File: src/rtl/wb_write_arbiter.sv
// wb_write_arbiter: shares the register bank's single write port among the
// ALU (req 0), load unit (req 1) and mul/div unit (req 2) write-back sources.
// Grants are combinational, and the winning write is registered onto the bank.
// It also flags read-after-write hazards for decode's two source registers.
// Build option: define WB_ARB_RR_EN for round-robin arbitration. When it is
// left undefined, arbitration is fixed priority: 1 > 0 > 2.
module wb_write_arbiter #(
    parameter int unsigned NUM_REQ      = 3,
    parameter int unsigned WORD_LEN     = 32,
    parameter int unsigned REG_ADDR_LEN = 5
) (
    input  logic                             CLK,
    input  logic                             RESET,
    input  logic [NUM_REQ-1:0]               REQ_VALID,
    input  logic [NUM_REQ*REG_ADDR_LEN-1:0]  REQ_ADDR,
    input  logic [NUM_REQ*WORD_LEN-1:0]      REQ_DATA,
    output logic [NUM_REQ-1:0]               REQ_READY,
    input  logic [REG_ADDR_LEN-1:0]          SOURCE_REG1,
    input  logic [REG_ADDR_LEN-1:0]          SOURCE_REG2,
    output logic                             WRITE_ENABLE,
    output logic [REG_ADDR_LEN-1:0]          DESTINATION_REG,
    output logic [WORD_LEN-1:0]              DATA_IN,
    output logic                             HAZARD1,
    output logic                             HAZARD2
);

    logic [NUM_REQ-1:0]      grant;
    logic                    we_q, we_d;
    logic [REG_ADDR_LEN-1:0] dest_q, dest_d;
    logic [WORD_LEN-1:0]     data_q, data_d;
    logic [REG_ADDR_LEN-1:0] win_addr;
    logic [WORD_LEN-1:0]     win_data;
    logic                    match1, match2;

`ifdef WB_ARB_RR_EN
    logic [1:0] ptr_q, ptr_d;
    logic [1:0] cand [3];
    logic       found;

    function automatic logic [1:0] next_idx(input logic [1:0] p);
        return (p == 2'd2) ? 2'd0 : p + 2'd1;
    endfunction

    // Round-robin search from the pointer: p, p+1, p+2 (mod 3)
    always_comb begin
        grant   = '0;
        ptr_d   = ptr_q;
        found   = 1'b0;
        cand[0] = ptr_q;
        cand[1] = next_idx(ptr_q);
        cand[2] = next_idx(cand[1]);
        for (int unsigned k = 0; k < 3; k++) begin
            if (!found && !RESET && REQ_VALID[cand[k]]) begin
                found          = 1'b1;
                grant[cand[k]] = 1'b1;
                ptr_d          = next_idx(cand[k]);
            end
        end
    end

    // Pointer advances past the winner; held when nothing is granted
    always_ff @(posedge CLK or posedge RESET) begin
        if (RESET) ptr_q <= '0;
        else       ptr_q <= ptr_d;
    end
`else
    // Fixed priority: load data first, then ALU, then mul/div
    always_comb begin
        grant = '0;
        if (!RESET) begin
            if (REQ_VALID[1])      grant[1] = 1'b1;
            else if (REQ_VALID[0]) grant[0] = 1'b1;
            else if (REQ_VALID[2]) grant[2] = 1'b1;
        end
    end
`endif

    assign REQ_READY = grant;

    // Select the granted requester's address and data (grant is one-hot)
    always_comb begin
        win_addr = '0;
        win_data = '0;
        for (int unsigned i = 0; i < NUM_REQ; i++) begin
            if (grant[i]) begin
                win_addr = REQ_ADDR[i*REG_ADDR_LEN +: REG_ADDR_LEN];
                win_data = REQ_DATA[i*WORD_LEN +: WORD_LEN];
            end
        end
    end

    // Next output-register value: a $zero write is consumed without enabling the bank
    always_comb begin
        we_d   = 1'b0;
        dest_d = dest_q;
        data_d = data_q;
        if (|grant) begin
            we_d   = (win_addr != '0);
            dest_d = win_addr;
            data_d = win_data;
        end
    end

    // Output register driving the bank's write port
    always_ff @(posedge CLK or posedge RESET) begin
        if (RESET) begin
            we_q   <= 1'b0;
            dest_q <= '0;
            data_q <= '0;
        end else begin
            we_q   <= we_d;
            dest_q <= dest_d;
            data_q <= data_d;
        end
    end

    assign WRITE_ENABLE    = we_q;
    assign DESTINATION_REG = dest_q;
    assign DATA_IN         = data_q;

    // Hazard: a source register matches any pending request or the in-flight write
    always_comb begin
        match1 = we_q && (dest_q == SOURCE_REG1);
        match2 = we_q && (dest_q == SOURCE_REG2);
        for (int unsigned i = 0; i < NUM_REQ; i++) begin
            if (REQ_VALID[i] && (REQ_ADDR[i*REG_ADDR_LEN +: REG_ADDR_LEN] == SOURCE_REG1))
                match1 = 1'b1;
            if (REQ_VALID[i] && (REQ_ADDR[i*REG_ADDR_LEN +: REG_ADDR_LEN] == SOURCE_REG2))
                match2 = 1'b1;
        end
        HAZARD1 = (SOURCE_REG1 != '0) && match1;
        HAZARD2 = (SOURCE_REG2 != '0) && match2;
    end

endmodule

File: config.mk
export PLATFORM = sky130hd
export DESIGN_NAME = wb_write_arbiter
export DESIGN_NICKNAME = d
export VERILOG_FILES = /design/src/rtl/wb_write_arbiter.sv
export SDC_FILE = /design/constraint.sdc
export NUM_CORES = 1
export LEC_CHECK = 0
export CAP_MARGIN = 25
export CORE_UTILIZATION = 34
export CTS_CLUSTER_DIAMETER = 80
export DETAILED_ROUTE_END_ITERATION = 10
export PLACE_DENSITY = 0.8
export SKIP_CTS_REPAIR_TIMING = 1
export SYNTH_ARGS = -nofsm -noshare
export SYNTH_HDL_FRONTEND = slang
export SYNTH_SLANG_ARGS = --single-unit
File: constraint.sdc
create_clock -name CLK -period 3 [get_ports CLK]
set_input_delay 0.45 -clock CLK [delete_from_list [all_inputs] [get_ports CLK]]
set_output_delay 0.45 -clock CLK [all_outputs]
set_load 0.005 [all_outputs]
Word level (Yosys, flattened, before mapping) --
Index checks and enable logic that the tools add are counted.
Operators by class: eq/ne operators 8, muxes and demuxes 20, reductions and logical operators 14
Operators with widths (count):
- two-way mux 32 bit | 3
- equality test 5 bit | 8
- two-way mux 5 bit | 3
- nonzero test 5 bit | 3
- two-way mux 1 bit | 13
- logical AND 1 bit | 10
- two-way mux 3 bit | 1
- OR reduction 3 bit | 1
Word-level totals: register bits after elaboration 38, bits of input ports 126, output and inout bits 43, logic and storage cells 45

Longest topological paths before layout --
Gate-level depths: netlist (run 1).
word-level depth 9, gate-level depth with buffers 8, gate-level depth less buffers 7

Worst setup path before layout (run 1) --
Ideal clock, no wire load.
kind input-to-output, from in RESET, to out REQ_READY[2], arrival 2038 ps, data required time 2550 ps, path slack 512 ps, cell stages on the path 5, path buffers 2, cells stage by stage inv_1 nand3_2 inv_2 buf_6 clkbuf_1
Between the ends: cells in the longest elaborated chain, start to end 1
Ends and longest elaborated chain:
- start, declared | line 13 | input logic RESET,
- two-way mux 3 bit | line 70 | if (!RESET) begin
- end, declared | line 17 | output logic [NUM_REQ-1:0] REQ_READY,
No other way between the ends.

Worst setup path in the final report (run 1) --
from in SOURCE_REG1[3], to out HAZARD1
Between the ends: cells in the longest elaborated chain, start to end 6, elaborated cells between the ends (all ways) 13, those cells by class eq/ne: 4; mux: 3; reduce/logical: 6
Ends and longest elaborated chain:
- start, declared | line 18 | input logic [REG_ADDR_LEN-1:0] SOURCE_REG1,
- equality test 5 bit, on equally long branches | line 123, 126
- logical AND 1 bit, on equally long branches | line 123, 126
- two-way mux 1 bit (3 in a row) | line 126 | if (REQ_VALID[i] && (REQ_ADDR[i*REG_ADDR_LEN +: REG_ADDR_LEN] == SOURCE_REG1))
- logical AND 1 bit * | line 131 | HAZARD1 = (SOURCE_REG1 != '0) && match1;
- end, declared | line 23 | output logic HAZARD1,
Every way passes the cells marked *; elsewhere a longest branch is shown, timed or not.

==> results by group, run 1 <==
Critical path
  • Max stage delay on crit path: 550 ps
  • Crit end category: output port
  • Cell Chain, Critical Path: clkdlybuf4s50_1 > xor2_1 > nor4_1 > nand3_1 > nand4_1 > o21a_1 > clkdlybuf4s50_1
  • CP Class: in2out
  • WP data required: ~2600 ps
  • Crit Path Max Fanout: 5
  • Crit path buf inv count: 2
  • Setup crit start kind: input pin
  • Cell mode on critical path: clkdlybuf4s50_1
  • Crit-path slowest cell: clkdlybuf4s50_1
  • CP delay by family, top: buffers and inverters
  • Worst EP arrival: roughly 2400 ps

Placed design
  • I/O Buffers: 168
  • Post-DP HPWL: 6470 µm
  • Placed Cells: around 480
  • Routability cong.: between 1 and 1.5

Die
  • Die X: about 84 µm
  • Die height: approximately 84 µm
  • # rows: 29
  • IO Count: between 150 and 200
  • Initial core utilization: 35.5%
  • Core area: around 6400 µm²
  • Die area: 7000 µm²

STA
  • Achievable Freq: roughly 0.35 GHz
  • Slew Limit Headroom: 53.5%
  • Fin crit share: 94.7%
  • Unrepaired setup endpoints after global routing: false
  • Final Hold Viols: 0
  • Final setup fails: 0
  • Worst Tran Pin Value: about 700 ps
  • TNS Setup: 0 ps
  • Layout Skew: 0 ps
  • Max-slew violation total from the final report: 0
  • Min Tclk post-route: approximately 2800 ps

Global routing
  • M2 GR Usage: between 40% and 50%
  • Met1 GRT Util: 28.7%
  • M3 GR Usage: roughly 6.6%
  • Gr ovfl total: 0
  • All-Layer GR Usage: a little under a quarter
  • Largest net degree at the start of global routing: 40
  • Initial antenna violation count: 0
  • Vias in the first global route: 2744
  • Wire length of the first global-routing pass: about 13000 µm
  • Most used routing layer: met2

Clock tree
  • Clock Latency Late Sink: about 280 ps
  • CTS tree: done
  • Clock root buffer: clkbuf_8
  • Num CTS Buffers: 5
  • Worst-path clk slew: 70 ps
  • CTS Sinks: 38
  • Clock Path Buffers: 2
  • H-tree depth: 2

Synthesis
  • Syn Std Cell Area: 2270 µm²
  • Post-synthesis xor/xnor area fraction: 15.4%
  • Syn_area_per_cell: approximately 9.1 µm²
  • Yosys cell types: 27
  • Largest family of logic cells by synthesized area: simple AND/OR/NAND/NOR gates
  • Adder-Cell Fraction of Synth Area: 0%
  • Syn_nets: roughly 380
  • Ys Warns: 0
  • Post-Syn Instances: between 200 and 250
  • Mux share of post-synthesis cell area: 0%
  • Compound-Gate Fraction of Synth Area: around 19%
  • Seq/Total Area, Yosys: 41.9%
  • Synth Area in Simple Gates: 19.2%
  • #FFs+latches synth: 38

Drt
  • Vias/cell: about 5.4
  • Drt pass-1 iters: 6
  • Final wirelength: around 8000 µm
  • Avg WL per Cell: around 17 µm
  • DRC violation count after routing: 0
  • First-iteration detailed-routing DRC count: about 190
  • Routed vias: about 2600
  • Post-DRT Antenna Nets: 0

Layout
  • Number of diodes: 0
  • Final Non-Filler Cells: approximately 480
  • Layout cells sized above 1: approximately 4.7%
  • FF/Latch Area: 951 µm²
  • Area of the multi-input gates: 1220 µm²
  • # nets final: approximately 530
  • Layout Area Growth over Synthesis: 80.5%
  • # fillers: about 570

Pwr
  • Peak supply drop: approximately 0.22 mV
  • Power density cells: about 370 nW/µm²
  • Lkg Pwr: about 1.7 nW

Status
  • Outcome: finished, final reports clean

Flow run
  • Max-Cap Viols: 0

Hold path
  • Worst min path class: reg2reg
## through the flow
step | power, mW | hold WS, ps | util [%] | area [µm²] | setup slack [ps]
2_1_floorplan | 0.811 | 470 | - | 2270 | 512
3_3_place_gp | 1.18 | 458 | 62.8 | 4010 | 231
3_5_place_dp | 1.19 | 462 | 62.8 | 4010 | 171
4_1_cts | 1.54 | 479 | 64.1 | 4100 | 171
5_1_grt | 1.61 | 492 | 64.1 | 4100 | 22.1
6_report | 1.52 | 473 | 64.1 | 4100 | 158
## worst min-delay path: stages (launching register included)
cell,delay (ps)
dfrtp_1,340
nand2_1,50
nand2_1,50
## layout make-up
| cell class | instances | share of cell area [%] |
|---|---|---|
| Multi-Input combinational cell | 184 | 29.9 |
| Clock buffer | 6 | 2.02 |
| Sequential cell | 38 | 23.2 |
| Tap cell | 77 | 2.35 |
| Timing Repair Buffer | 175 | 42.3 |
| Inverter | 2 | 0.183 |
## kinds of logic after synthesis
kind of cell / count (synthesis)
simple gates: 100
compound gates: 44
xor+xnor: 40
flops: 38
buf+inv: 27
## power by group
group | internal [mW] | switching, mW | leakage [nW]
clock | 0.177 | 0.163 | 0.0431
combinational | 0.350 | 0.202 | 1.23
sequential | 0.580 | 0.0497 | 0.466
total | 1.11 | 0.414 | 1.74
## flip-flops by register name (all words and copies together), names as in the netlist
name and flops:
DESTINATION_REG 5, DATA_IN 32, WRITE_ENABLE 1
## path summary, 6_finish.rpt
path | to | startpoint | slack [ps] | cells past startpoint
min in group asynchronous | DATA_IN[10]$_DFFE_PP0P_ | RESET | 730 | 3
setup / recovery | HAZARD1 | SOURCE_REG1[3] | 160 | 7
max in group asynchronous | DATA_IN[5]$_DFFE_PP0P_ | RESET | 1930 | 3
setup reg to reg | DESTINATION_REG[3]$_DFFE_PP0P_ | DESTINATION_REG[3]$_DFFE_PP0P_ | 2270 | 1
hold reg to reg | DATA_IN[27]$_DFFE_PP0P_ | DATA_IN[27]$_DFFE_PP0P_ | 470 | 2
hold / removal | DATA_IN[27]$_DFFE_PP0P_ | DATA_IN[27]$_DFFE_PP0P_ | 470 | 2
## synthesized netlist by cell type (all sizes together)
cell type	instances	area, µm²
nor2b	1	6.26
inv	2	7.50
a221o	2	20.0
o21ai	2	10.0
a221oi	2	17.5
nor3b	1	7.51
clkbuf	21	78.8
nand3	9	50.1
nor4	8	50.1
a21o	2	15.0
buf	4	23.8
nor2	5	18.8
nand2	71	267
o31ai	1	12.5
nand4	2	12.5
a222oi	33	330
xnor2	8	70.1
or4	2	15.0
dfrtp	38	951
o21a	2	15.0
xor2	32	280
or4b	1	10.0
## routing by layer
metal	up-vias	share of wire [%]	wire length, µm
met5	-	0	0
met4	0	1.2	95
met3	10	9.3	762
met2	153	50	4110
met1	1225	39	3200
li1	1224	-	-
## cells in the final DEF, fill, tap and decap left out
master,Yosys,layout
nand3_2,1,1
nor2_1,5,5
dfrtp_1,38,38
nand3_1,8,8
inv_2,1,2
nand2_1,71,71
nor3b_2,0,1
nor2b_2,0,1
o21a_1,2,2
o21ai_0,1,1
clkdlybuf4s50_1,0,168
nor4_1,8,8
a221o_1,2,2
buf_4,0,7
nand4_1,2,2
a222oi_1,33,33
xor2_1,32,32
o21ai_1,1,1
xnor2_1,8,8
a21o_1,2,2
a221oi_1,2,2
clkbuf_8,0,6
or4b_1,1,1
or4_1,2,2
o31ai_4,0,1
(Power assumes the default switching activity.)
==> run 2: changes to the inputs <==
--- a/config.mk
+++ b/config.mk
@@ -6,6 +6,7 @@
 export NUM_CORES = 1
 export LEC_CHECK = 0
 export CAP_MARGIN = 25
+export CORE_MARGIN = 2
 export CORE_UTILIZATION = 34
 export CTS_CLUSTER_DIAMETER = 80
 export DETAILED_ROUTE_END_ITERATION = 10
==> run 2 against run 1 <==
Effect of this change: largest cell class unchanged; critical endpoint unchanged; final area up 0.49%; routed wire length rose by 2.4%; power down 0.46%; non-clock buffer count is 3 higher; hold slack improved by 2.0 ps; critical path type unchanged; clock power decreased by 3%; die area grew 4.8%; sequential power is essentially flat; fmax is 0.57% lower; core utilization grew 0.31 points; clock-buffer cell count unchanged.
==> results by group, run 2 (same netlist as run 1, synthesis figures left out) <==
Status
  • Outcome: finished, final reports clean (unchanged)

STA
  • Worst Tran Pin Value: 508 ps (was 697 ps)
  • Hold WS: 475 ps (was 473 ps)
  • Layout Skew: 0 ps (unchanged)
  • TNS Setup: 0 ps (unchanged)
  • Fin crit share: 95.3% (was 94.7%)
  • Max-slew violation total from the final report: 0 (unchanged)
  • Final setup fails: 0 (unchanged)
  • Final Hold Viols: 0 (unchanged)
  • Achievable Freq: 0.350 GHz (was 0.352 GHz)
  • Slew Limit Headroom: 66.1% (was 53.5%)
  • Min Tclk post-route: 2860 ps (was 2840 ps)
  • Unrepaired setup endpoints after global routing: false (unchanged)

Drt
  • Routed vias: 2580 (was 2612)
  • DRC violation count after routing: 0 (unchanged)
  • Drt pass-1 iters: 8 (was 6)
  • Post-DRT Antenna Nets: 0 (unchanged)
  • Avg WL per Cell: 17.2 µm (was 16.9 µm)
  • Vias/cell: 5.31 (was 5.42)
  • First-iteration detailed-routing DRC count: 155 (was 193)
  • Final wirelength: 8360 µm (was 8170 µm)

Layout
  • Commonest non-fill, non-tap cells in the layout: clkdlybuf4s50_1 (168), nand2_1 (71), dfrtp_1 (38) (unchanged)
  • Largest register FFs: 32 (unchanged)
  • Layout Area Growth over Synthesis: 81.4% (was 80.5%)
  • Area of the multi-input gates: 1220 µm² (unchanged)
  • Most common cell after layout, fill and taps aside: clkdlybuf4s50_1 (unchanged)
  • # fillers: 570 (was 572)
  • Layout cells sized above 1: 5.13% (was 4.69%)
  • FF/Latch Area: 951 µm² (unchanged)
  • # nets final: 535 (was 532)
  • Number of diodes: 0 (unchanged)

Clock tree
  • Clock Latency Late Sink: 280 ps (about the same)
  • Clock Path Buffers: 2 (unchanged)
  • CTS Sinks: 38 (unchanged)
  • Num CTS Buffers: 5 (unchanged)
  • CTS tree: done (unchanged)
  • Worst-path clk slew: 70 ps (about the same)
  • Clock root buffer: clkbuf_8 (unchanged)
  • H-tree depth: 2 (unchanged)

Placed design
  • Post-DP HPWL: 6670 µm (was 6470 µm)
  • I/O Buffers: 168 (unchanged)
  • Routability cong.: 0.952 (was 1.00)

Global routing
  • Vias in the first global route: 2824 (was 2744)
  • Largest net degree at the start of global routing: 40 (unchanged)
  • Gr ovfl total: 0 (unchanged)
  • Initial antenna violation count: 0 (unchanged)
  • Wire length of the first global-routing pass: 13400 µm (about the same)
  • All-Layer GR Usage: 23.2% (was 23.9%)

Hold path
  • Worst min path class: reg2reg (unchanged)

Critical path
  • Worst EP arrival: 2410 ps (was 2390 ps)
  • Crit Path Max Fanout: 5 (unchanged)
  • CP Class: in2out (unchanged)
  • Crit end category: output port (unchanged)
  • Setup crit start kind: input pin (unchanged)
  • WP data required: 2550 ps (about the same)

Die
  • Die height: 85.7 µm (was 83.7 µm)
  • # rows: 29 (unchanged)
  • IO Count: 169 (unchanged)
  • Die area: 7340 µm² (was 7000 µm²)
  • Initial core utilization: 35.5% (unchanged)
  • Core area: 6390 µm² (unchanged)
  • Die X: 85.7 µm (was 83.7 µm)

Pwr
  • Peak supply drop: 0.235 mV (was 0.216 mV)
  • Lkg Pwr: 1.75 nW (was 1.74 nW)
  • Power density cells: 368 nW/µm² (was 372 nW/µm²)

Flow run
  • Max-Cap Viols: 0 (unchanged)
## run 2: cell types whose count changed in the layout (fill, tap and decap cells not counted), sizes merged
cell	previous run	this run
clkinvlp	0	1
inv	2	1
clkinv	0	1
buf	7	10
## run 2: layout make-up
| type | instances | area share [%] |
|---|---|---|
| Multi-Input combinational cell | 184 | 29.7 |
| Clock buffer | 6 | 1.76 |
| Timing Repair Buffer | 178 | 42.7 |
| Inverter | 2 | 0.182 |
| Clock inverter | 1 | 0.182 |
| Tap cell | 77 | 2.34 |
| Sequential cell | 38 | 23.1 |
## run 2: routing by layer
| layer | up-vias | wire length (µm) | GRT usage (%) |
|---|---|---|---|
| li1 | 1230 | - | - |
| met4 | 0 | 94 | 6.35 |
| met2 | 127 | 4260 | 40.8 |
| met3 | 9 | 708 | 6.16 |
| met1 | 1214 | 3300 | 27.9 |
| met5 | - | 0 | 0 |
## run 2: where the power goes
part           leakage (nW)  internal, mW  switching, mW
Clock                0.0373         0.159          0.170
Sequential            0.466         0.580         0.0503
Combinational          1.25         0.352          0.203
## run 2: path summary, 6_finish.rpt
| path | startpoint | endpoint | slack (ps) | depth (start not counted) |
|---|---|---|---|---|
| worst max-delay path | SOURCE_REG1[3] | HAZARD1 | 140 | 7 |
| max in group asynchronous | RESET | DESTINATION_REG[4]$_DFFE_PP0P_ | 1910 | 3 |
| worst max register to register | DESTINATION_REG[3]$_DFFE_PP0P_ | DESTINATION_REG[3]$_DFFE_PP0P_ | 2260 | 1 |
| min in group asynchronous | RESET | DESTINATION_REG[2]$_DFFE_PP0P_ | 730 | 3 |
| worst min-delay path | DATA_IN[3]$_DFFE_PP0P_ | DATA_IN[3]$_DFFE_PP0P_ | 480 | 2 |
| worst min register to register | DATA_IN[3]$_DFFE_PP0P_ | DATA_IN[3]$_DFFE_PP0P_ | 480 | 2 |
## run 2: through the flow
stage | area, µm² | power (mW) | utilization [%] | instances | worst slack, ps
detailed placement | 4040 | 1.20 | 63.2 | 479 | 188
finish | 4120 | 1.51 | 64.4 | 486 | 142
global route | 4120 | 1.61 | 64.4 | 486 | 69.9
global placement | 4040 | 1.19 | 63.2 | 479 | 181
CTS | 4120 | 1.54 | 64.4 | 486 | 178
floorplan | 2270 | 0.811 | - | 249 | 512
## run 2: worst max-delay path: stages
cell	delay, ps
clkdlybuf4s50_1	540
xor2_1	210
nor4_1	370
nand3_1	120
nand4_1	110
o21a_1	120
clkdlybuf4s50_1	490
